### config.mk
export PLATFORM = sky130hd
export DESIGN_NAME = hamming_serial_rx
export DESIGN_NICKNAME = d
export VERILOG_FILES = /design/src/rtl/hamming_pkg.sv /design/src/rtl/hamming_fix.sv /design/src/rtl/hamming_serial_rx.sv
export SDC_FILE = /design/constraint.sdc
export NUM_CORES = 1
export LEC_CHECK = 0
export ABC_AREA = 1
export BUFFER_PORTS_ARGS = -buffer_cell sky130_fd_sc_hd__clkbuf_2
export CORE_UTILIZATION = 45
export CTS_CLUSTER_DIAMETER = 200
export DETAILED_ROUTE_END_ITERATION = 10
export HOLD_SLACK_MARGIN = 0.06
export PLACE_DENSITY_LB_ADDON = 0.2
export SETUP_SLACK_MARGIN = 0.02
export SLEW_MARGIN = 20
export SYNTH_ARGS = -nofsm -noshare
export SYNTH_HDL_FRONTEND = slang
export SYNTH_SLANG_ARGS = --single-unit
export TNS_END_PERCENT = 1
### constraint.sdc
create_clock -name clk -period 1.5 [get_ports clk]
set_clock_uncertainty 0.05 [all_clocks]
set_input_delay 0 -clock clk [delete_from_list [all_inputs] [get_ports clk]]
set_output_delay 0 -clock clk [all_outputs]
set_load 0.03 [all_outputs]
### src/rtl/hamming_pkg.sv
// Shared constants, FSM state type and data-extraction helper for the
// Hamming(15,11) serial receive path.
package hamming_pkg;

  localparam int N_CODE = 15;
  localparam int N_DATA = 11;
  localparam int N_SYN  = 4;

  localparam int PARITY_IDX [4] = '{0, 1, 3, 7};

  typedef enum logic [1:0] {
    SHIFT   = 2'd0,
    CORRECT = 2'd1,
    OUT     = 2'd2
  } state_t;

  // Non-parity indices in ascending order land LSB-first: c2 -> bit 0 ... c14 -> bit 10.
  function automatic logic [N_DATA-1:0] extract_data(input logic [N_CODE-1:0] c);
    logic [N_DATA-1:0] d;
    logic              is_par;
    int                k;
    d = '0;
    k = 0;
    for (int i = 0; i < N_CODE; i++) begin
      is_par = 1'b0;
      for (int p = 0; p < 4; p++) begin
        if (PARITY_IDX[p] == i) is_par = 1'b1;
      end
      if (!is_par) begin
        d[k] = c[i];
        k++;
      end
    end
    return d;
  endfunction

endpackage

### src/rtl/hamming_fix.sv
// Single-error corrector: flips codeword index syn-1 when syn is nonzero.
// Purely combinational, no backpressure.
module hamming_fix
  import hamming_pkg::*;
(
  input  logic [N_CODE-1:0] code,
  input  logic [N_SYN-1:0]  syn,
  output logic [N_CODE-1:0] fixed
);

  always_comb begin
    fixed = code;
    for (int i = 0; i < N_CODE; i++) begin
      if (syn == N_SYN'(i + 1)) fixed[i] = ~code[i];
    end
  end

endmodule

### src/rtl/hamming_serial_rx.sv
// Bit-serial Hamming(15,11) receiver: syndrome accumulated per bit, one CORRECT cycle,
// word then held on out_* until out_ready; bit_ready is low from last bit until handshake.
module hamming_serial_rx
  import hamming_pkg::*;
#(
  parameter int CNT_W = 16
) (
  input  logic              clk,
  input  logic              rst_n,
  input  logic              bit_in,
  input  logic              bit_sof,
  input  logic              bit_valid,
  output logic              bit_ready,
  output logic [N_DATA-1:0] out_data,
  output logic [N_SYN-1:0]  out_syn,
  output logic              out_corr,
  output logic              out_valid,
  input  logic              out_ready,
  output logic              abort_pulse,
  input  logic              clr_count,
  output logic [CNT_W-1:0]  err_count
);

  localparam logic [3:0] LAST_IDX = 4'(N_CODE - 1);

  state_t              state_q, state_d;
  logic [3:0]          idx_q;
  logic [N_SYN-1:0]    syn_q;
  logic [N_CODE-1:0]   code_q;
  logic [N_CODE-1:0]   code_fixed;
  logic                accept;
  logic                sof_restart;
  logic                cnt_inc;

  assign accept      = bit_valid && bit_ready;
  assign sof_restart = accept && bit_sof && (idx_q != 4'd0);
  assign cnt_inc     = (state_q == CORRECT) && (syn_q != '0);

  hamming_fix u_fix (
    .code  (code_q),
    .syn   (syn_q),
    .fixed (code_fixed)
  );

  always_ff @(posedge clk or negedge rst_n) begin
    if (!rst_n) state_q <= SHIFT;
    else        state_q <= state_d;
  end

  always_comb begin
    state_d = state_q;
    case (state_q)
      SHIFT:   if (accept && !sof_restart && idx_q == LAST_IDX) state_d = CORRECT;
      CORRECT: state_d = OUT;
      OUT:     if (out_ready) state_d = SHIFT;
      default: state_d = SHIFT;
    endcase
  end

  always_comb begin
    bit_ready = (state_q == SHIFT);
  end

  always_ff @(posedge clk or negedge rst_n) begin
    if (!rst_n) begin
      idx_q       <= '0;
      syn_q       <= '0;
      code_q      <= '0;
      out_data    <= '0;
      out_syn     <= '0;
      out_corr    <= 1'b0;
      out_valid   <= 1'b0;
      abort_pulse <= 1'b0;
    end else begin
      abort_pulse <= sof_restart;
      if (accept) begin
        // A mid-frame sof restarts the frame with this bit as index 0.
        if (sof_restart) begin
          code_q <= {{(N_CODE-1){1'b0}}, bit_in};
          syn_q  <= {{(N_SYN-1){1'b0}}, bit_in};
          idx_q  <= 4'd1;
        end else begin
          code_q[idx_q] <= bit_in;
          if (bit_in) syn_q <= syn_q ^ (idx_q + 4'd1);
          idx_q <= (idx_q == LAST_IDX) ? 4'd0 : idx_q + 4'd1;
        end
      end
      if (state_q == CORRECT) begin
        out_data  <= extract_data(code_fixed);
        out_syn   <= syn_q;
        out_corr  <= (syn_q != '0);
        out_valid <= 1'b1;
      end
      if (state_q == OUT && out_ready) begin
        out_valid <= 1'b0;
        syn_q     <= '0;
      end
    end
  end

  always_ff @(posedge clk or negedge rst_n) begin
    if (!rst_n) begin
      err_count <= '0;
    end else if (clr_count) begin
      err_count <= cnt_inc ? CNT_W'(1) : '0;
    end else if (cnt_inc && err_count != {CNT_W{1'b1}}) begin
      err_count <= err_count + 1'b1;
    end
  end

endmodule

# Word level (Yosys, flattened, before mapping)

Index checks and enable logic that the tools add are counted.

Flip-flop bits (word level): 59

Reductions and logical operators: 33
Bitwise logic cells: 16
Equal/unequal tests: 21
Add/sub/neg operators: 15
$lt $le $gt $ge: 30
Muxes and demuxes: 111

Operator list:

| operator                                                    | number |
|---|---|
| two-way mux 32 bit                                          | 17 |
| >= comparator 32 x 1 -> 1 bit, second input constant        | 14 |
| less-than comparator 32 x 6 -> 1 bit, second input constant | 14 |
| adder 32 x 2 -> 32 bit, second input constant               | 13 |
| two-way mux 11 bit                                          | 16 |
| bitwise mux 11 bit                                          | 14 |
| demux 1 bit (select 4 bit)                                  | 15 |
| == test 4 bit, second input constant                        | 9 |
| two-way mux 1 bit                                           | 36 |
| two-way mux 16 bit                                          | 2 |
| two-way mux 4 bit                                           | 6 |
| logical AND 1 bit                                           | 23 |
| adder 16 x 1 -> 16 bit, second input constant               | 1 |
| == test 4 x 3 -> 1 bit, second input constant               | 4 |
| != test 16 bit, second input constant                       | 1 |
| bitwise mux 15 bit                                          | 1 |
| two-way mux 15 bit                                          | 1 |
| NOT 1 bit                                                   | 15 |
| == test 4 x 2 -> 1 bit, second input constant               | 2 |
| nonzero test 4 bit                                          | 2 |
| case mux 2 bit (3 select lines)                             | 1 |
| nonzero test 2 bit                                          | 3 |
| less-than comparator 4 x 5 -> 1 bit, second input constant  | 1 |
| adder 4 x 1 -> 4 bit, second input constant                 | 1 |
| 12 further kinds                                            | 14 |

# Depth between registers and ports, before layout

Depth in word-level cells: 38
Mapped depth: 10
Mapped depth without buffers: 9

# Hierarchy

Synthesis repeated with hierarchy kept, for this count alone.

Cells, all modules: 453
Area total of the unflattened synthesis: 3323.2 um^2

By module, submodules not included:

| module            | area each (um^2) | cells an instance | times used | seq. area each (um^2) |
|---|---|---|---|---|
| hamming_serial_rx | 2966.6           | 376               | 1          | 1476.4 |
| hamming_fix       | 356.6            | 77                | 1          | 0.0 |

# Least setup slack after synthesis

OpenSTA, ideal clock, no wires.

Path type: register -> register
From: register err_count[1]
To: register err_count[10]
Cell stages (with the launch flop): 11
Setup slack: -0.248 ns
Data required time: 1.384 ns
Arrival time: 1.632 ns
Path buffers: 1
Setup time: 0.066 ns
Path through: dfrtp_1 ha_1 nand3_1 inv_2 nand2_2 nor2_4 nor2_4 nor2_8 buf_6 nand2_1 nand2_1

Longest elaborated chain between the ends: 3
Elaborated cells on any way between the ends: 6
Those cells by class: add/sub: 1; eq/ne: 1; mux: 2; reduce/logical: 2

RTL lines:

| element                                                         | line                                               | source |
|---|---|---|
| start, declared                                                 | hamming_serial_rx.sv:21                            | `output logic [CNT_W-1:0] err_count` |
| start signal, assigned                                          | hamming_serial_rx.sv:105                           | `err_count <= cnt_inc ? CNT_W'(1) : '0;` |
| start signal, assigned                                          | hamming_serial_rx.sv:107                           | `err_count <= err_count + 1'b1;` |
| adder 16 x 1 -> 16 bit / != test 16 bit (equally long branches) | hamming_serial_rx.sv:107, hamming_serial_rx.sv:106 |  |
| two-way mux 16 bit / logical AND 1 bit (equally long branches)  | hamming_serial_rx.sv:106                           | `end else if (cnt_inc && err_count != {CNT_W{1'b1}}) begin` |
| two-way mux 16 bit / nonzero test 2 bit (equally long branches) | n/a                                                |  |

Parallel ways exist; a longest one is shown, timed or not. The select of a mux whose other input is x is not followed.
A chain may end at the register's enable or synchronous reset.

# Worst setup path in the final report

From: register err_count[1]
To: register err_count[14]

The elaborated chain is that of the path after synthesis.

==> results_dict.tcl <==
set metrics [dict create \
    cts_sinks 55 \
    path_buf_inv 2 \
    slew_headroom_pct 80.0 \
    design_area_mm2 0.00376 \
    p_int_mw 2.46 \
    clockBufferDepth 2 \
    cp_num_cells 9 \
    die_height_um 82.6 \
    rows 28 \
    critPathMaxFanout 9 \
    r2r_setup_slack_ns 0.01 \
    gp_congestion 0.881 \
    grtUsageTotal_pct 21.7 \
    grt_pass1_vias 2363 \
    ant_nets 0 \
    tns_ns 0 \
    ys_ff_latch 55 \
    tightest_slew_ns 0.299 \
    power_frac_clock_pct 23.1 \
    cpLargestDelayFamily "simple AND/OR/NAND/NOR gates" \
    drt-pass1-iter-count 4 \
    antennaDiodeCount 0 \
    io_buffers 41 \
    ir_worst_vdd_mv 0.772 \
    cts-root-buf "clkbuf_8" \
    seqPwrFrac_pct 46.2 \
    fin_cells 537 \
    crit_slowest_cell "dfrtp_2" \
    synth_area_mm2 0.00292 \
    maxCapViolations 0 \
    overflow 0 \
    max_stage_delay_ns 0.44 \
    cp-end-kind "register" \
    reg2reg_to "err_count[14]$_DFFE_PN0P_" \
    power.density_mw_per_mm2 1020 \
    p_sw_mw 1.36 \
    dp.cells 520 \
    io-pin-count 42 \
    total_power_mw 3.82 \
    yosysSeqAreaShare_pct 47.1 \
    path_common_cell "nor2_4" \
    combPwrFrac_pct 30.8 \
    hpwl_mm 5.01 \
    synth_cell_types 29 \
    period_minus_slack_ns 1.49 \
    drive_above_1_share_pct 28.1 \
    initial_core_util_pct 47.9 \
    yosysWarnings 0 \
    core_area_mm2 0.00610 \
    postPlaceCellArea_mm2 0.00350 \
    first_iter_violations 108 \
    slew_violations 0 \
    vias 2649 \
    r2r_cells 9 \
    mostFrequentLayoutCells "nand2_1, dfrtp_1, nor2_1, clkbuf_2, buf_4" \
    hp-class "primary input to asynchronous set/reset pin" \
    synth_compound_area_share_pct 9.97 \
    antenna_found_initial 0 \
    crit_arrival_ns 1.70 \
    syn_nets 390 \
    fmaxAchievable_mhz 673 \
    synth_top_family_by_area "simple AND/OR/NAND/NOR gates" \
    pre_cts_ws_ns 0.00382 \
    path_cells "ha_4, nand3_4, inv_4, nand2_4, nor2_4, nor2_4, buf_12, nand4_1, nand2_1" \
    synthMuxAreaShare_pct 0 \
    synth_fa_ha_area_share_pct 2.14 \
    sw_frac_of_total_pct 35.6 \
    layout_setup_ws_ns 0.0132 \
    path_clk_slew_ns 0.10 \
    synthSimpleGateAreaFrac_pct 28.9 \
    critPathRequiredTime_ns 1.71 \
    final_nets 473 \
    timing.final.crit_share_pct 99.1 \
    finalSetupViolations 0 \
    rsz0062_at_grt "true" \
    grt_pass1_wl_mm 11.2 \
    hold_viol_final 0 \
    critical_path_class "register to register" \
    clk_latency_ns 0.32 \
    grt_max_degree 56 \
    worstReg2RegStart "err_count[1]$_DFFE_PN0P_" \
    h-tree-depth 2 \
    numCtsBuffers 5 \
    area_delta_synth_final_pct 28.7 \
    critPathLaunchType "register" \
    die_x_um 82.6 \
    remaining_drc_errors 0 \
    via_per_inst 4.93 \
    drt-total-wl_mm 6.82 \
    post_synth_xor_area_fraction_pct 5.69 \
    die-area_mm2 0.00682 \
    synth.avg_cell_area_um2 7.73 \
    cts_tree "yes" \
    final_common_cell "nand2_1" \
    outcome "finished, final reports clean" \
    power_leakage_nw 1.89 \
    syn_inst 378 \
    wl_per_cell_um 12.7 \
]
==> metrics by stage <==
stage / utilization, % / hold slack [ns]
floorplan: - / -0.346
global placement: 57.4 / -0.0290
detailed placement: 57.4 / -0.0213
CTS: 60.4 / 0.159
global route: 61.7 / 0.196
finish: 61.7 / 0.147
==> worst max-delay path by stage <==
stage / startpoint / to / slack, ns
floorplan: err_count[1]$_DFFE_PN0P_ / err_count[10]$_DFFE_PN0P_ / -0.05
global placement: state_q[1]$_DFFE_PN0P_ / err_count[10]$_DFFE_PN0P_ / 0.02
detailed placement: state_q[1]$_DFFE_PN0P_ / err_count[10]$_DFFE_PN0P_ / 0.004
CTS: err_count[1]$_DFFE_PN0P_ / err_count[10]$_DFFE_PN0P_ / 0.005
global route: err_count[1]$_DFFE_PN0P_ / err_count[14]$_DFFE_PN0P_ / -0.07
finish: err_count[1]$_DFFE_PN0P_ / err_count[14]$_DFFE_PN0P_ / 0.01
==> metal layers <==
metal	up-vias	global-route usage, %	part of all wire [%]
met2	49	31.4	42
li1	1371	-	-
met1	1223	33.2	53
met4	0	6.03	1.1
met5	-	0	0
met3	6	3.63	3.4
==> cells by family after synthesis <==
logic type,count (synthesis)
buf+inv,44
simple gates,200
compound gates,55
fa+ha+maj,5
flops,55
xor+xnor,19
==> tightest hold or removal path, cell delays in order <==
cell	delay (ns)
dlygate4sd3_1	0.52
clkbuf_2	0.12
buf_12	0.27
==> cell type report <==
type / count / area (µm²)
fill: 541 / 2330
tap: 75 / 93.8
sequential: 55 / 1390
timing repair buffer: 86 / 583
clock inverter: 3 / 25.0
inverter: 34 / 133
clock buffer: 5 / 68.8
multi-input combinational: 279 / 1470
==> synth_stat cells, drive strengths merged <==
master  number  area [µm²]
clkbuf       5        18.8
buf          5        33.8
nand2      116         438
a21oi       14        73.8
nand3b       1        7.51
inv         34         128
nor3         1        5.00
ha           5        62.6
o22ai        2        12.5
nand4       11        68.8
o21ai       35         175
dfrtp       55        1380
or2          1        6.26
a21boi       1        7.51
and3         1        6.26
nand3       15        75.1
xor2        18         158
o21bai       2        15.0
nor2        54         239
xnor2        1        8.76
o31ai        1        7.51
==> repair_timing <==
action / 4_1_cts / 5_1_grt
gates resized for setup: 5 / 24
pin swaps: 7 / 3
setup endpoints to repair: 22 / 35
endpoints found under the hold margin: 72 / 0
setup buffers: 3 / 0
hold buffers: 6 / 0
==> registers in the layout, indices dropped and copies added (netlist names) <==
signal / count
out_valid: 1
state_q: 2
syn_q: 4
idx_q: 4
code_q: 11
out_syn: 4
out_corr: 1
abort_pulse: 1
err_count: 16
out_data: 11
==> power groups by stage <==
stage                     combinational, mW  sequential [mW]  clock (mW)
final                                  1.18             1.76       0.882
after global routing                   1.32             1.78       0.955
after floorplan                       0.595             1.82           0
after global placement                 1.04             1.78           0
after CTS                              1.10             1.76       0.909
after detailed placement               1.06             1.79           0
(Power assumes the default switching activity.)
